File: src/rtl/period_to_freq.sv
`default_nettype none
// ============================================================================
// Module   : period_to_freq
// Purpose  : Sequential radix-2 restoring divider that converts a period in
//            milliseconds into a frequency (DIVIDEND / prd, mHz by default).
//            One quotient bit per clock; Q_W steps per conversion.
//
// Ports    : clk        - clock, all logic on the rising edge
//            reset      - asynchronous, active-high reset
//            prd_valid  - one-cycle strobe from the period counter
//            prd        - period in ms, sampled when prd_valid is accepted
//            ready      - high while idle; prd_valid only accepted then
//            done_tick  - one-cycle pulse, freq/err valid
//            freq       - registered quotient, held until next done_tick
//            err        - registered, 1 if the last accepted prd was 0
//
// Options  : PERIOD_TO_FREQ_ROUND_EN - when defined, the dividend is
//            DIVIDEND + (prd >> 1), giving a round-to-nearest quotient.
//            Otherwise the quotient is truncated (floor).
//
// Revision : 1.0 - initial release
// ============================================================================
module period_to_freq #(
  parameter int DIVIDEND = 1_000_000,
  parameter int PRD_W    = 10,
  parameter int Q_W      = 20
) (
  input  logic             clk,
  input  logic             reset,
  input  logic             prd_valid,
  input  logic [PRD_W-1:0] prd,
  output logic             ready,
  output logic             done_tick,
  output logic [Q_W-1:0]   freq,
  output logic             err
);

  localparam int             c_CNT_W    = $clog2(Q_W + 1);
  localparam logic [Q_W-1:0] c_DIVIDEND = Q_W'(DIVIDEND);
  localparam logic [Q_W-1:0] c_ALL_ONES = {Q_W{1'b1}};

  typedef enum logic [1:0] {
    S_IDLE = 2'd0,
    S_OP   = 2'd1,
    S_DONE = 2'd2
  } state_t;

  state_t r_state;
  state_t w_state_nx;

  // Divider datapath registers
  logic [PRD_W-1:0]   r_dvsr;   // divisor
  logic [PRD_W:0]     r_rem;    // partial remainder
  logic [Q_W-1:0]     r_dvd;    // dividend, shifts out MSB-first; quotient shifts in
  logic [c_CNT_W-1:0] r_cnt;    // remaining restoring steps
  logic [Q_W-1:0]     r_freq;
  logic               r_err;

  logic               w_prd_zero;
  logic [Q_W-1:0]     w_ld_dividend;
  logic [PRD_W:0]     w_rem_sh;
  logic               w_ge;
  logic [PRD_W:0]     w_rem_nx;
  logic [Q_W-1:0]     w_quo_nx;
  logic               w_last;

  assign w_prd_zero = (prd == '0);

`ifdef PERIOD_TO_FREQ_ROUND_EN
  // Adding half the divisor before a floor division rounds to nearest.
  assign w_ld_dividend = c_DIVIDEND + Q_W'(prd >> 1);
`else
  assign w_ld_dividend = c_DIVIDEND;
`endif

  // One restoring step: bring the next dividend bit into the remainder,
  // subtract the divisor if it fits.  The bit shifted out of the top of the
  // remainder also counts toward "fits", keeping the compare exact for any
  // remainder value the register can hold.
  assign w_rem_sh = {r_rem[PRD_W-1:0], r_dvd[Q_W-1]};
  assign w_ge     = r_rem[PRD_W] | (w_rem_sh >= {1'b0, r_dvsr});
  assign w_rem_nx = w_ge ? (w_rem_sh - {1'b0, r_dvsr}) : w_rem_sh;
  assign w_quo_nx = {r_dvd[Q_W-2:0], w_ge};
  assign w_last   = (r_cnt == c_CNT_W'(1));

  // --------------------------------------------------------------------------
  // FSM state register
  // --------------------------------------------------------------------------
  always_ff @(posedge clk or posedge reset) begin
    if (reset) begin
      r_state <= S_IDLE;
    end else begin
      r_state <= w_state_nx;
    end
  end

  // --------------------------------------------------------------------------
  // FSM next state and handshake outputs
  // --------------------------------------------------------------------------
  always_comb begin
    w_state_nx = r_state;
    ready      = 1'b0;
    done_tick  = 1'b0;
    case (r_state)
      S_IDLE: begin
        ready = 1'b1;
        if (prd_valid) begin
          w_state_nx = w_prd_zero ? S_DONE : S_OP;
        end
      end
      S_OP: begin
        if (w_last) begin
          w_state_nx = S_DONE;
        end
      end
      S_DONE: begin
        done_tick  = 1'b1;
        w_state_nx = S_IDLE;
      end
      default: begin
        w_state_nx = S_IDLE;
      end
    endcase
  end

  // --------------------------------------------------------------------------
  // Datapath and result registers.  freq/err are only written on the
  // transition into DONE, so they hold steady everywhere else.
  // --------------------------------------------------------------------------
  always_ff @(posedge clk or posedge reset) begin
    if (reset) begin
      r_dvsr <= '0;
      r_rem  <= '0;
      r_dvd  <= '0;
      r_cnt  <= '0;
      r_freq <= '0;
      r_err  <= 1'b0;
    end else begin
      case (r_state)
        S_IDLE: begin
          if (prd_valid) begin
            if (w_prd_zero) begin
              r_freq <= c_ALL_ONES;
              r_err  <= 1'b1;
            end else begin
              r_dvsr <= prd;
              r_dvd  <= w_ld_dividend;
              r_rem  <= '0;
              r_cnt  <= c_CNT_W'(Q_W);
            end
          end
        end
        S_OP: begin
          r_rem <= w_rem_nx;
          r_dvd <= w_quo_nx;
          r_cnt <= r_cnt - c_CNT_W'(1);
          if (w_last) begin
            r_freq <= w_quo_nx;
            r_err  <= 1'b0;
          end
        end
        default: begin
        end
      endcase
    end
  end

  assign freq = r_freq;
  assign err  = r_err;

endmodule
`default_nettype wire

File: config.mk
export PLATFORM = sky130hd
export DESIGN_NAME = period_to_freq
export DESIGN_NICKNAME = d
export VERILOG_FILES = /design/src/rtl/period_to_freq.sv
export SDC_FILE = /design/constraint.sdc
export NUM_CORES = 1
export LEC_CHECK = 0
export CORE_UTILIZATION = 45
export DETAILED_ROUTE_END_ITERATION = 8
export PLACE_DENSITY = 0.66
export SYNTH_ARGS = -nofsm -noshare
export SYNTH_HDL_FRONTEND = slang
export SYNTH_SLANG_ARGS = --single-unit
File: constraint.sdc
create_clock -name clk -period 3.25 [get_ports clk]
set_clock_uncertainty 0.2 [all_clocks]
set_input_delay 0.4875 -clock clk [delete_from_list [all_inputs] [get_ports clk]]
set_output_delay 0.4875 -clock clk [all_outputs]
set_load 0.03 [all_outputs]
==> results_dict.tcl <==
set metrics [dict create \
    outcome "complete, no violations" \
    grtUsageTotal_pct 20.40 \
    syn-cell-area_um2 3164 \
    fraction_of_final_layout_cells_with_drive_strength_greater_than_1_pct 13.46 \
    relSlewSlack_pct 49.21 \
    antenna_violations_before_repair 0 \
    rsz0062_at_grt "false" \
    timing.setup.critical_path_class "reg -> reg" \
    met3WireLength_um 179 \
    reg2regPathDepth 8 \
    htreeDepth 3 \
    die_area_um2 7371 \
    met1_length_um 3115 \
    dp_worst_setup_slack_ns 0.3218 \
    placeableCoreArea_um2 6794 \
    floorplan.io_pins 36 \
    cts_setup_buffers 0 \
    grt_pass1_vias 2374 \
    cts.path.max_buffers 2 \
    hold_viol 0 \
    worst_hold_path.endpoint "freq[15]$_DFFE_PP0P_" \
    design.final.nets 348 \
    global_route.overflow_total 0 \
    period_needed_ns 2.638 \
    drv_cap 0 \
    clkLatencyLatePin_ns 0.35 \
    fp.dieH_um 85.86 \
    final-instance-count-excl-fill 423 \
    synth_seq_cells 69 \
    detailedPlacementHpwl_um 4555 \
    cp_data_arrival_time_ns 2.68 \
    reg2reg_start "r_rem[3]$_DFFE_PP0P_" \
    critPathMaxFanout 8 \
    synthToLayoutAreaGrowth_pct 22.66 \
    post_cts.resized_instances 0 \
    rows 30 \
    timing_worst_slew_pin_value_ns 0.7607 \
    drtAntennaViolNets 0 \
    totalNegativeSetupSlack_ns 0 \
    portBuffers 35 \
    detail_route.wirelength_um 6531 \
    clkSinkCount 69 \
    worst_ep_required_time_ns 3.30 \
    crit_path_end_kind "register" \
    r2r_end "r_rem[4]$_DFFE_PP0P_" \
    postSynthCellCount 279 \
    routed.top_layer "met4" \
    yosysSeqAreaShare_pct 54.57 \
    route.detailed.wl_per_inst_um 15.44 \
    met2RoutedLength_um 3074 \
    detailed_route_iter0_violations 123 \
    max-vdd-ir-drop_mv 0.4094 \
    critical_path.startpoint_type "register" \
    cts_tree "yes" \
    mappedNetlistNets 305 \
    yosys.cell_types.count 45 \
    worst_setup_hold_path_clk_slew_ns 0.08 \
    globalplace.congestion 0.7767 \
    initial_utilization_pct 46.57 \
    placedCellCount 407 \
    via_count 2306 \
    avgSynthCellArea_um2 11.34 \
    fmaxAchievable_mhz 379.1 \
    mostFrequentLayoutCells "sky130_fd_sc_hd__dfrtp_1, sky130_fd_sc_hd__clkdlybuf4s50_1, sky130_fd_sc_hd__o21ai_0" \
    holdBufCountCts 0 \
    final_critical_path_setup_slack_ns 0.6119 \
    routed_via_density 5.452 \
    die_w_um 85.86 \
    hold_path_class "reg -> reg" \
    regToRegSetupSlack_ns 0.61 \
    drtPass1Iterations 4 \
    remaining_drc_errors 0 \
    number_of_inserted_diodes 0 \
    power_density_nw_per_um2 1203 \
    timing.final.max_slew_violations 0 \
    grt_pass1_wl_um 11410 \
    cts_buffers 9 \
    worst_hold_startpoint "freq[15]$_DFFE_PP0P_" \
    hold-path-cell-count 1 \
    clock_root_buffer "sky130_fd_sc_hd__clkbuf_8" \
    power_leakage_nw 1.687 \
    finalSetupViolations 0 \
    grt_start_max_net_pins 37 \
    yosysWarnings 0 \
    final.period_utilization_pct 81.17 \
    layout.cells.most_common "sky130_fd_sc_hd__dfrtp_1" \
]
==> critical path, stage by stage, from the launching register on <==
cell and delay (ns):
sky130_fd_sc_hd__dfrtp_1 0.41, sky130_fd_sc_hd__ha_1 0.34, sky130_fd_sc_hd__a211oi_1 0.34, sky130_fd_sc_hd__o21ai_0 0.14
sky130_fd_sc_hd__o221a_2 0.25, sky130_fd_sc_hd__nor3_1 0.43, sky130_fd_sc_hd__buf_4 0.27, sky130_fd_sc_hd__a22oi_1 0.08
sky130_fd_sc_hd__o31ai_1 0.08
==> routing by layer <==
metal / vias to the layer above / global-route usage (%)
met5: - / 0
met4: 0 / 11.36
met3: 12 / 3.657
met2: 38 / 32.00
met1: 1139 / 26.93
li1: 1117 / -
==> worst max-delay path by stage <==
stage | start | to | cells past startpoint
after floorplan | reset | err$_DFFE_PP0P_ | 1
after global placement | prd[5] | freq[0]$_DFFE_PP0P_ | 7
after detailed placement | prd[5] | freq[0]$_DFFE_PP0P_ | 7
after CTS | r_rem[3]$_DFFE_PP0P_ | r_rem[4]$_DFFE_PP0P_ | 8
after global routing | r_dvd[19]$_DFFE_PP0P_ | r_rem[10]$_DFFE_PP0P_ | 9
final | r_rem[3]$_DFFE_PP0P_ | r_rem[4]$_DFFE_PP0P_ | 8
==> layout make-up <==
class                      instances  area [um2]
multi-input combinational        180        1311
timing repair buffer              45       450.4
tap                               96       120.1
clock buffer                      10       137.6
clock inverter                     6       71.32
fill                             596        2913
sequential                        69        1727
inverter                          17       63.81
==> cells in the mapped netlist <==
library cell / n / share of area [%]
sky130_fd_sc_hd__o22a_2: 6 / 1.9
sky130_fd_sc_hd__buf_2: 3 / 0.47
sky130_fd_sc_hd__a21o_1: 3 / 0.71
sky130_fd_sc_hd__nand3b_1: 1 / 0.24
sky130_fd_sc_hd__clkbuf_1: 8 / 0.95
sky130_fd_sc_hd__or4_1: 2 / 0.47
sky130_fd_sc_hd__or3_1: 3 / 0.59
sky130_fd_sc_hd__or4_4: 2 / 0.71
sky130_fd_sc_hd__or2_2: 2 / 0.40
sky130_fd_sc_hd__nand3_1: 1 / 0.16
sky130_fd_sc_hd__a2111oi_0: 1 / 0.28
sky130_fd_sc_hd__and4_1: 2 / 0.55
sky130_fd_sc_hd__xor2_1: 4 / 1.1
sky130_fd_sc_hd__and3_1: 1 / 0.20
sky130_fd_sc_hd__nand2b_1: 4 / 0.79
sky130_fd_sc_hd__a21oi_2: 2 / 0.55
sky130_fd_sc_hd__a211oi_4: 1 / 0.63
sky130_fd_sc_hd__dfrtp_1: 69 / 55
sky130_fd_sc_hd__o21a_1: 4 / 0.95
sky130_fd_sc_hd__o32a_2: 1 / 0.36
sky130_fd_sc_hd__and2_1: 1 / 0.20
sky130_fd_sc_hd__nor2b_1: 2 / 0.40
sky130_fd_sc_hd__xnor2_1: 3 / 0.83
sky130_fd_sc_hd__mux2i_1: 1 / 0.32
sky130_fd_sc_hd__a22o_1: 12 / 3.3
sky130_fd_sc_hd__o31ai_1: 4 / 0.95
sky130_fd_sc_hd__nor2_1: 10 / 1.2
sky130_fd_sc_hd__inv_1: 17 / 2.0
sky130_fd_sc_hd__a22oi_1: 10 / 2.4
sky130_fd_sc_hd__nor4_1: 3 / 0.59
sky130_fd_sc_hd__o22ai_1: 1 / 0.20
sky130_fd_sc_hd__buf_6: 2 / 0.71
sky130_fd_sc_hd__o21ai_0: 24 / 3.8
sky130_fd_sc_hd__ha_1: 12 / 4.7
sky130_fd_sc_hd__o31a_1: 2 / 0.55
sky130_fd_sc_hd__o22a_1: 18 / 5.0
sky130_fd_sc_hd__nand2_1: 18 / 2.1
sky130_fd_sc_hd__a21oi_1: 5 / 0.79
sky130_fd_sc_hd__a21boi_0: 1 / 0.24
sky130_fd_sc_hd__a211oi_1: 1 / 0.24
sky130_fd_sc_hd__mux2_2: 1 / 0.36
sky130_fd_sc_hd__nor3_1: 7 / 1.1
sky130_fd_sc_hd__fa_1: 1 / 0.63
sky130_fd_sc_hd__o221a_2: 1 / 0.36
sky130_fd_sc_hd__a31oi_1: 2 / 0.40
==> cell families (layout without fill, tap and decap cells) <==
| kind of cell | after synthesis | count (layout) | synth area share, % |
|---|---|---|---|
| flops | 69 | 69 | 54.57 |
| fa+ha+maj | 13 | 13 | 5.378 |
| simple gates | 59 | 59 | 9.727 |
| buf+inv | 30 | 78 | 4.152 |
| xor+xnor | 7 | 7 | 1.938 |
| compound gates | 99 | 99 | 23.57 |
| mux | 2 | 2 | 0.6722 |
==> registers in the layout (all words and copies together) (netlist names) <==
register and flops:
freq 20, r_dvd 20, r_rem 11, r_dvsr 10, r_cnt 5, r_state 2, err 1
==> per-stage QoR <==
step / cell area (um2) / hold slack [ns] / total power, mW / util [%]
after floorplan: 3164 / 0.2511 / 3.243 / -
after global placement: 3672 / 0.2707 / 3.905 / 54.05
after detailed placement: 3672 / 0.2771 / 3.963 / 54.05
after CTS: 3881 / 0.2955 / 4.711 / 57.13
after global routing: 3881 / 0.3137 / 5.052 / 57.13
final: 3881 / 0.2888 / 4.670 / 57.13
==> report_power, final <==
part | switching [mW] | internal [mW] | total [mW]
Combinational | 1.31 | 1.10 | 2.40
Sequential | 0.279 | 1.26 | 1.54
Clock | 0.346 | 0.380 | 0.726
Total | 1.93 | 2.74 | 4.67
Power figures use the tool's default switching activity.
